$ cat src/rtl/wand_pkg.sv
// Shared types and constants for the wired-AND arbitrating transmitter.
// WAND_TX_PARITY_EN adds an even-parity bit after the payload.
package wand_pkg;

  typedef enum logic [2:0] {
    S_IDLE   = 3'd0,
    S_START  = 3'd1,
    S_DATA   = 3'd2,
    S_PARITY = 3'd3,
    S_STOP   = 3'd4
  } wand_state_t;

  localparam int DEF_DATA_W     = 8;
  localparam int DEF_BIT_CYCLES = 4;

`ifdef WAND_TX_PARITY_EN
  localparam int PARITY_W = 1;
`else
  localparam int PARITY_W = 0;
`endif

  // Logical bit value placed on the line for a given frame position.
  function automatic logic tx_bit(input wand_state_t s, input logic data_msb,
                                  input logic par);
    logic b;
    b = 1'b1;
    case (s)
      S_START:  b = 1'b0;
      S_DATA:   b = data_msb;
      S_PARITY: b = par;
      default:  b = 1'b1;
    endcase
    return b;
  endfunction

endpackage

$ cat src/rtl/wand_bit_timer.sv
// Bit-time counter: runs 0..BIT_CYCLES-1 and flags the mid-bit sample point
// and the last cycle of each bit.
module wand_bit_timer #(
  parameter int BIT_CYCLES = 4
) (
  input  logic clk,
  input  logic rst_n,
  input  logic clr,
  output logic sample,
  output logic bit_end
);

  localparam int CNT_W = (BIT_CYCLES > 2) ? $clog2(BIT_CYCLES) : 1;
  localparam logic [CNT_W-1:0] CNT_LAST = CNT_W'(BIT_CYCLES - 1);
  localparam logic [CNT_W-1:0] CNT_MID  = CNT_W'(BIT_CYCLES / 2);

  logic [CNT_W-1:0] count;

  always_ff @(posedge clk) begin
    if (!rst_n || clr) begin
      count <= '0;
    end else if (count == CNT_LAST) begin
      count <= '0;
    end else begin
      count <= count + 1'b1;
    end
  end

  assign sample  = (count == CNT_MID) && !clr;
  assign bit_end = (count == CNT_LAST) && !clr;

endmodule

$ cat src/rtl/wand_arb_tx.sv
// Wired-AND bus transmitter with bitwise arbitration and receive-back.
// Optional even parity bit controlled by WAND_TX_PARITY_EN.
module wand_arb_tx
  import wand_pkg::*;
#(
  parameter int DATA_W     = DEF_DATA_W,
  parameter int BIT_CYCLES = DEF_BIT_CYCLES
) (
  input  logic              clk,
  input  logic              rst_n,
  input  logic              start,
  input  logic [DATA_W-1:0] data_in,
  input  logic              bus_in,
  output logic              drive_low,
  output logic              busy,
  output logic              done,
  output logic              arb_lost,
  output logic              frame_err,
  output logic [DATA_W-1:0] rx_data,
  output wand_state_t       fsm_state
);

  localparam int IDX_W = (DATA_W > 2) ? $clog2(DATA_W) : 1;
  localparam logic [IDX_W-1:0] IDX_LAST = IDX_W'(DATA_W - 1);

  // Handshake: start is taken in the cycle it is high while IDLE, the line is
  // recessive and no done pulse is showing; anything else is dropped. done is
  // a one-cycle completion strobe, and busy covers every cycle in between.

  wand_state_t       state, state_nxt;
  logic [IDX_W-1:0]  bit_idx, bit_idx_nxt;
  logic [DATA_W-1:0] tx_sr, tx_sr_nxt;
  logic [DATA_W-1:0] rx_nxt;
  logic              par_bit, par_nxt;
  logic              lost_nxt, ferr_nxt, done_nxt, busy_nxt, drive_nxt;
  logic              accept, cur_bit;
  logic              sample, bit_end;

  wand_bit_timer #(
    .BIT_CYCLES(BIT_CYCLES)
  ) u_timer (
    .clk    (clk),
    .rst_n  (rst_n),
    .clr    (state == S_IDLE),
    .sample (sample),
    .bit_end(bit_end)
  );

  always_ff @(posedge clk) begin
    if (!rst_n) begin
      state     <= S_IDLE;
      bit_idx   <= '0;
      tx_sr     <= '0;
      par_bit   <= 1'b0;
      rx_data   <= '0;
      drive_low <= 1'b0;
      busy      <= 1'b0;
      done      <= 1'b0;
      arb_lost  <= 1'b0;
      frame_err <= 1'b0;
    end else begin
      state     <= state_nxt;
      bit_idx   <= bit_idx_nxt;
      tx_sr     <= tx_sr_nxt;
      par_bit   <= par_nxt;
      rx_data   <= rx_nxt;
      drive_low <= drive_nxt;
      busy      <= busy_nxt;
      done      <= done_nxt;
      arb_lost  <= lost_nxt;
      frame_err <= ferr_nxt;
    end
  end

  always_comb begin
    state_nxt   = state;
    bit_idx_nxt = bit_idx;
    tx_sr_nxt   = tx_sr;
    par_nxt     = par_bit;
    rx_nxt      = rx_data;
    lost_nxt    = arb_lost;
    ferr_nxt    = frame_err;
    busy_nxt    = busy;
    done_nxt    = 1'b0;
    accept      = (state == S_IDLE) && start && bus_in && !done;
    cur_bit     = tx_bit(state, tx_sr[DATA_W-1], par_bit);

    case (state)
      S_IDLE: begin
        if (accept) begin
          state_nxt   = S_START;
          tx_sr_nxt   = data_in;
          par_nxt     = ^data_in;
          bit_idx_nxt = '0;
          lost_nxt    = 1'b0;
          ferr_nxt    = 1'b0;
          busy_nxt    = 1'b1;
        end
      end
      S_START: begin
        if (bit_end) state_nxt = S_DATA;
      end
      S_DATA: begin
        // Sampling continues after a loss so rx_data ends up with the winner's payload.
        if (sample) begin
          rx_nxt = {rx_data[DATA_W-2:0], bus_in};
          if (cur_bit && !bus_in) lost_nxt = 1'b1;
        end
        if (bit_end) begin
          tx_sr_nxt   = tx_sr << 1;
          bit_idx_nxt = bit_idx + 1'b1;
          if (bit_idx == IDX_LAST) begin
            bit_idx_nxt = '0;
`ifdef WAND_TX_PARITY_EN
            state_nxt = S_PARITY;
`else
            state_nxt = S_STOP;
`endif
          end
        end
      end
      S_PARITY: begin
        if (sample && cur_bit && !bus_in) lost_nxt = 1'b1;
        if (bit_end) state_nxt = S_STOP;
      end
      S_STOP: begin
        if (sample && !bus_in) ferr_nxt = 1'b1;
        if (bit_end) begin
          state_nxt = S_IDLE;
          done_nxt  = 1'b1;
          busy_nxt  = 1'b0;
        end
      end
      default: state_nxt = S_IDLE;
    endcase

    // Registered line drive follows the bit of the upcoming cycle.
    drive_nxt = (state_nxt != S_IDLE) && !lost_nxt &&
                !tx_bit(state_nxt, tx_sr_nxt[DATA_W-1], par_nxt);
  end

  assign fsm_state = state;

endmodule

$ cat config.mk
export PLATFORM = sky130hd
export DESIGN_NAME = wand_arb_tx
export DESIGN_NICKNAME = d
export VERILOG_FILES = /design/src/rtl/wand_pkg.sv /design/src/rtl/wand_bit_timer.sv /design/src/rtl/wand_arb_tx.sv
export SDC_FILE = /design/constraint.sdc
export NUM_CORES = 1
export LEC_CHECK = 0
export ABC_AREA = 0
export BUFFER_PORTS_ARGS = -buffer_cell sky130_fd_sc_hd__clkbuf_2
export CAP_MARGIN = 5
export CELL_PAD_IN_SITES_DETAIL_PLACEMENT = 0
export CELL_PAD_IN_SITES_GLOBAL_PLACEMENT = 2
export CORE_UTILIZATION = 34
export DETAILED_ROUTE_END_ITERATION = 6
export GPL_TIMING_DRIVEN = 0
export PLACE_DENSITY = 0.8
export SETUP_SLACK_MARGIN = 0.2
export SKIP_CTS_REPAIR_TIMING = 1
export SLEW_MARGIN = 10
export SYNTH_ARGS = -nofsm -noshare
export SYNTH_HDL_FRONTEND = slang
export SYNTH_SLANG_ARGS = --single-unit
$ cat constraint.sdc
create_clock -name clk -period 3.3 [get_ports clk]
set_input_delay 0.825 -clock clk [delete_from_list [all_inputs] [get_ports clk]]
set_output_delay 0.825 -clock clk [all_outputs]
set_load 0.02 [all_outputs]
# [After elaboration in Yosys (flattened, before gate mapping)]
# Cells that the tools add are included.
[totals] mem_bits_ro=0 memories=0 ramBits=0 latch_bits=0 register_bits=30 word_cells=87
[classes] mux=30 n_lt_le_gt_ge=0 eq_ne=14 n_mul=0 n_shift=0 add_sub_neg=2 n_bitwise=0 div_mod_pow=0 reduce_logical=29
[op_table] op="two-way mux 3 bit" n=9
[op_table] op="two-way mux 8 bit" n=2
[op_table] op="one-hot mux 8 bit (2 select lines)" n=1
[op_table] op="one-hot mux 3 bit (5 select lines)" n=1
[op_table] op="== test 3 x 2 -> 1 bit (second input constant)" n=4
[op_table] op="logical AND 1 bit" n=11
[op_table] op="two-way mux 1 bit" n=11
[op_table] op="one-hot mux 1 bit (3 select lines)" n=3
[op_table] op="AND reduction 3 bit" n=3
[op_table] op="inequality test 2 bit (second input constant)" n=4
[op_table] op="XOR reduction 8 bit" n=1
[op_table] op="== test 3 x 1 -> 1 bit (second input constant)" n=2
[op_table] op="== test 3 bit (second input constant)" n=2
[op_table] op="zero test 1 bit" n=6
[op_table] op="one-hot mux 3 bit (2 select lines)" n=1
[op_table] op="== test 2 bit (second input constant)" n=2
[op_table] op="one-hot mux 1 bit (2 select lines)" n=2
[op_table] op="AND reduction 2 bit" n=2
[op_table] op="nonzero test 2 bit" n=2
[op_table] op="adder 3 x 1 -> 3 bit (second input constant)" n=1
[op_table] op="zero test 3 bit" n=1
[op_table] op="nonzero test 3 bit" n=1
[op_table] op="adder 2 x 1 -> 2 bit (second input constant)" n=1
[op_table] op="OR reduction 2 bit" n=1
[op_table] op="logical OR 1 bit" n=1

# [Logic depth before layout (Yosys ltp)]
# Gate-level depths: netlist of run 1.
[depth] ltp_word=10 depth_mapped=7

# [Hierarchy]
# A second synthesis of run 1 with hierarchy kept.
[hier_totals] hier_cells=153 hier_area_um2=1363.8
[by_module_without_submodules] module="wand_arb_tx" n_inst=1 seq_area_each_um2=560.5 area_each_um2=1248.7 cells_each=144
[by_module_without_submodules] module="wand_bit_timer" n_inst=1 seq_area_each_um2=40.0 area_each_um2=115.1 cells_each=9

# [Worst setup path before layout of run 1]
# OpenSTA, ideal clock, no wires.
[synth_path] kind="input -> register" startpoint="input port bus_in" endpoint="register frame_err" path_stages=4 required_ns=3.172 arrival_time_ns=1.616 setup_slack_ns=1.556 cell_sequence="nand3b_1 or4_4 a32oi_1 nor2_1"
[synth_via] elab_chain_cells=4 word_cells_on_any_way=7 classes_between="eq/ne (2); reduce/logical (5)"
[synth_rtl] item="from (decl)" line_no="wand_arb_tx.sv:13" text="input logic bus_in,"
[synth_rtl] item="zero test 1 bit or logical AND 1 bit (tied branches)" line_no="wand_arb_tx.sv:127, wand_arb_tx.sv:85"
[synth_rtl] item="logical AND 1 bit, on equally long branches" line_no="wand_arb_tx.sv:127, wand_arb_tx.sv:85"
[synth_rtl] item="inequality test 2 bit (no source line)"
[synth_rtl] item="AND reduction 3 bit (no source line) *"
[synth_rtl] item="to (signal assigned)" line_no="wand_arb_tx.sv:71" text="frame_err <= ferr_nxt;"
[synth_rtl] item="to (decl)" line_no="wand_arb_tx.sv:18" text="output logic frame_err,"
# Mark *: on every way between the ends. The rest lies on a longest branch, timed or not.
# A chain may end at the register's enable or synchronous reset.

# [Worst setup path after layout of run 1]
[layout_path] startpoint="register state[1] (netlist: fsm_state[1])" endpoint="output port fsm_state[1]"
[layout_lines] item="from (decl)" line_no="wand_arb_tx.sv:30" text="wand_state_t state, state_nxt;"
[layout_lines] item="from (signal assigned)" line_no="wand_arb_tx.sv:62" text="state <= state_nxt;"
[layout_lines] item="to (decl)" line_no="wand_arb_tx.sv:20" text="output wand_state_t fsm_state"
# No word-level cell between the ends.

==> out/metrics.yaml, run 1 <==
hold_path.class: "flop to flop"
detail-route-antenna-nets: 0
finalPower_uw: 763
maxSlewHeadroom_pct: 64.8
tightest_slew_ps: 522
yosysMostFrequentCell: "dfxtp_1"
r2r_cells: 6
slowest_stage: "dfxtp_1"
status: "complete, no violations"
cts_root_buffer: "clkbuf_8"
layout-drive-gt1-share_pct: 25.7
synth_common_cells: "dfxtp_1, nand2_1, nor2_1, a21oi_1, xnor2_1"
fmaxAchievable_ghz: 0.545
synthArstFlopShare_pct: 0
cp.required_ps: 2470
drv_slew: 0
rsz0062_at_grt: "no"
start_util_pct: 36.8
grt_max_degree: 11
clockBufferDepth: 2
cts_tree: "yes"
synth_nets: 172
post-route-period-util_pct: 55.6
drt_iter0_drc: 82
critPathKind: "flop to output pin"
yosys.area.top_type_share_pct: 42.9
cts.sinks: 30
ir_worst_vdd_v: 0.000246
finalCoreUtilization_pct: 44.4
yosys-top-cells-area: "dfxtp_1, nand2_1, nor2_1"
syn_inst: 156
leakage_nw: 0.692
dieArea_sq_mm: 0.00437
hold_depth: 1
critPathMaxFanout: 6
p_per_area_mw_per_mm2: 453
cp_top_family: "flip-flops"
grt_pass1_wl_microns: 5400
grt_pass1_vias: 1169
antenna_found_initial: 0
synth_top_cell_by_area: "dfxtp_1"
h-tree-depth: 2
cts.clk_slew.worst_paths_ps: 60
crit_chain: "clkbuf_2"
cp_slowest_stage_delay_ps: 500
ys_seq_area_share_pct: 42.9
hold_viol: 0
drc: 0
min_period_ps: 1840
synth_area_sq_mm: 0.00140
avgSynthCellArea_sq_um: 8.97
cp-start-kind: "flop"
die_w_microns: 66.1
placeableCoreArea_sq_mm: 0.00380
nets: 206
overflow: 0
dp_hpwl_microns: 2450
fin_skew_ps: 3.72
synth-edff-count: 0
clock_latency_ps: 280
yosys_most_used_dff: "dfxtp_1"
vias: 1215
wl_microns: 3260
wire_per_inst_microns: 13.6
vias_per_cell: 5.08
crit_buf_inv: 1
num_rows: 22
firstDrtPassIters: 4
syn2layout_area_growth_pct: 20.5
yosys_warnings: 0
grt_usage_pct: 17.0
end_kind: "output pin"
place_congestion: 0.801
io_buffers: 27
n_antenna_cell: 0
cp.depth: 1
fin_tns_setup_ps: 0
setup_viol: 0
die_h_microns: 66.1
ys_seq_elements: 30
max-cap-violations: 0
worstPathArrival_ps: 1010
ys_types: 39
numCtsBuffers: 5
num_io_pins: 28
-- through the flow --
| stage | cells | worst slack, ps | hold WS, ps | instance area (sq um) |
|---|---|---|---|---|
| after detailed placement | 231 | 1230 | 439 | 1590 |
| final | 239 | 1460 | 452 | 1690 |
| after global routing | 239 | 1440 | 492 | 1690 |
| after floorplan | 156 | 1560 | 417 | 1400 |
| after CTS | 239 | 1460 | 453 | 1690 |
| after global placement | 231 | 1220 | 429 | 1590 |
-- state kept, by name, indices dropped and copies added (netlist names) --
signal,cells
rx_data,8
tx_sr,8
bit_idx,3
fsm_state,3
u_timer.count,2
arb_lost,1
busy,1
done,1
drive_low,1
frame_err,1
par_bit,1
-- worst paths after layout --
kind	from	end	slack (ps)
worst max-delay path	fsm_state[1]	fsm_state[1]	1460
worst min-delay path	u_timer.count[0]	u_timer.count[0]	450
worst max register to register	u_timer.count[0]	tx_sr[3]	1730
worst min register to register	u_timer.count[0]	u_timer.count[0]	450
-- final cells by class --
cell class / count / area [sq um]
Buffer: 8 / 57.6
Clock buffer: 7 / 86.3
Clock inverter: 1 / 5.00
Fill cell: 411 / 2110
Inverter: 4 / 15.0
Multi-Input combinational cell: 114 / 726
Sequential cell: 30 / 601
Tap cell: 48 / 60.1
Timing Repair Buffer: 27 / 135
-- kinds of logic after synthesis --
| logic type | after synthesis | synth area share (%) |
|---|---|---|
| xor gates and xnor gates | 7 | 4.38 |
| muxes | 2 | 1.52 |
| buffers and inverters | 12 | 5.19 |
| adders and majority gates | 4 | 3.58 |
| and+or+nand+nor | 70 | 27.0 |
| AOI/OAI and AO/OA | 31 | 15.4 |
| DFF | 30 | 42.9 |
-- report_power, final --
part / switching, mW / internal (mW)
Combinational: 0.0415 / 0.0364
Sequential: 0.00730 / 0.372
Clock: 0.138 / 0.168
-- per-layer routing --
metal  vias to the layer above  routed length (microns)  GRT usage [%]
met2                        31                     1430           25.9
met5                         -                        0              0
met3                         6                      179           6.21
li1                        611                        -              -
met1                       567                     1590           21.7
met4                         0                       52           6.38
-- layout by cell type (no fill, tap or decap), drive strengths merged, types with 2 or more instances in the layout --
| master | netlist | routed |
|---|---|---|
| clkbuf | 2 | 36 |
| dfxtp | 30 | 30 |
| nand2 | 25 | 25 |
| nor2 | 21 | 21 |
| a21oi | 12 | 12 |
| o21ai | 8 | 8 |
| xnor2 | 7 | 7 |
| and2 | 6 | 6 |
| a222oi | 6 | 6 |
| buf | 6 | 6 |
| inv | 4 | 4 |
| ha | 4 | 4 |
| nor3 | 3 | 3 |
| nand3b | 2 | 2 |
| nand4 | 2 | 2 |
| and4bb | 2 | 2 |
| nor4b | 2 | 2 |
Note: power is estimated with default switching activity, not from simulation.
==> run 2, diff against run 1 <==
- CORE_UTILIZATION: 34 -> 32
- PLACE_DENSITY: 0.8 -> 0.76
- clock period: 3.3 -> 1.7 ns (I/O delays scaled with it)
==> run 2 against run 1 <==
  * Design area is 5.7% higher
  * Clock skew is 2.2 ps higher
  * Global-route usage is 0.74 points lower
  * Highest routed layer unchanged
  * Die area rose by 6.1%
  * Total power rose by 96%
  * Largest cell class unchanged
  * Critical path type is now flop to flop
==> out/metrics.yaml, run 2 (synthesis gave the netlist of run 1 again) <==
placeableCoreArea_sq_mm: 0.00409
tightest_slew_ps: 497
post-route-period-util_pct: 89.4
detail-route-antenna-nets: 0
fmaxAchievable_ghz: 0.658
grt_pass1_wl_microns: 5380
layout-drive-gt1-share_pct: 33.8
num_io_pins: 28
hold_viol: 0
clock_latency_ps: 280
h-tree-depth: 2
cp_slowest_stage_delay_ps: 330
setup_slack_ps: 180
cts.clk_slew.worst_paths_ps: 60
dieArea_sq_mm: 0.00464
cts_root_buffer: "clkbuf_8"
p_per_area_mw_per_mm2: 839
leakage_nw: 0.712
die_w_microns: 68.1
crit_start: "done"
drt_iter0_drc: 99
grt_pass1_vias: 1125
clockBufferDepth: 2
cp_top_family: "simple AND/OR/NAND/NOR gates"
cp.required_ps: 1920
dp_hpwl_microns: 2450
min_period_ps: 1520
maxSlewHeadroom_pct: 66.9
nets: 210
n_antenna_cell: 0
max-cap-violations: 0
stdcell_area_sq_mm: 0.00178
critPathKind: "flop to flop"
grt_max_degree: 11
num_rows: 23
vias_per_cell: 5.16
hold_path.class: "input port to flop"
rsz0062_at_grt: "yes"
cts_tree: "yes"
firstDrtPassIters: 5
numCtsBuffers: 5
drc: 0
start_util_pct: 34.2
cp-start-kind: "flop"
n_fill_cell: 436
place_congestion: 0.787
die_h_microns: 68.1
layout_common_cells: "clkbuf_2, nand2_1, dfxtp_1"
placed_cell_area_sq_mm: 0.00160
fin_skew_ps: 5.89
critPathMaxFanout: 3
reg.largest.list: "rx_data x8, tx_sr x8"
grt_usage_pct: 16.3
fin_cells: 245
vias: 1265
syn2layout_area_growth_pct: 27.4
final_common_cell: "clkbuf_2"
io_buffers: 27
worstPathArrival_ps: 1740
finalCoreUtilization_pct: 43.6
status: "complete, no violations"
wire_per_inst_microns: 13.9
cts.sinks: 30
dpl_worst_slack_ps: -1.75
crit_chain: "nand3b_1, buf_4, mux2i_1, nand4_1, o221ai_2, and3_1"
placed_cells: 233
overflow: 0
crit_buf_inv: 1
end_kind: "flop"
setup_viol: 0
slowest_stage: "dfxtp_2"
drv_slew: 0
min_from: "bus_in"
antenna_found_initial: 0
ir_worst_vdd_v: 0.000385
r2r-start: "done"
wl_microns: 3400
run 2: changes by cell type in the layout (fill, tap and decap cells not counted), sizes merged:
cell,before,now
buf,6,10
run 2: through the flow:
stage,total power [mW],hold slack [ps],setup TNS (ps)
finish,1.50,414,0
global route,1.56,422,0
CTS,1.50,407,0
detailed placement,0.904,440,-1.75
global placement,0.902,426,0
floorplan,0.856,417,0
run 2: metal layers:
metal / global-route usage (%) / routed length (microns) / vias to the layer above
li1: - / - / 627
met1: 20.7 / 1570 / 590
met2: 25.0 / 1590 / 40
met3: 5.00 / 187 / 8
met4: 7.03 / 54 / 0
met5: 0 / 0 / -
run 2: worst reg2reg max path: cells and delay by family (launching register included):
kind / cells / cell delay (ps)
and+or+nand+nor: 3 / 590
muxes: 1 / 150
buffers and inverters: 1 / 200
DFF: 1 / 330
AOI/OAI and AO/OA: 1 / 190
run 2: power by group:
group	leakage (nW)	internal (mW)	switching, mW
combinational	0.416	0.0773	0.0874
sequential	0.247	0.719	0.0156
clock	0.0482	0.326	0.270
total	0.712	1.12	0.373
run 2: worst paths after layout:
kind	to	slack [ps]	depth (start not counted)
worst max register to register	drive_low	180	6
worst min-delay path	rx_data[0]	410	3
worst min register to register	u_timer.count[0]	440	1
worst max-delay path	drive_low	180	6
run 2: cell type report:
| cell class | instances | area, sq um | share of cell area, % |
|---|---|---|---|
| clock buffers | 7 | 86.3 | 4.85 |
| inverters | 4 | 15.0 | 0.843 |
| plain buffers | 8 | 57.6 | 3.23 |
| multi-input cells | 114 | 776 | 43.5 |
| well taps | 50 | 62.6 | 3.51 |
| repair buffers | 31 | 165 | 9.27 |
| flip-flops and latches | 30 | 614 | 34.5 |
| clock inverters | 1 | 5.00 | 0.281 |
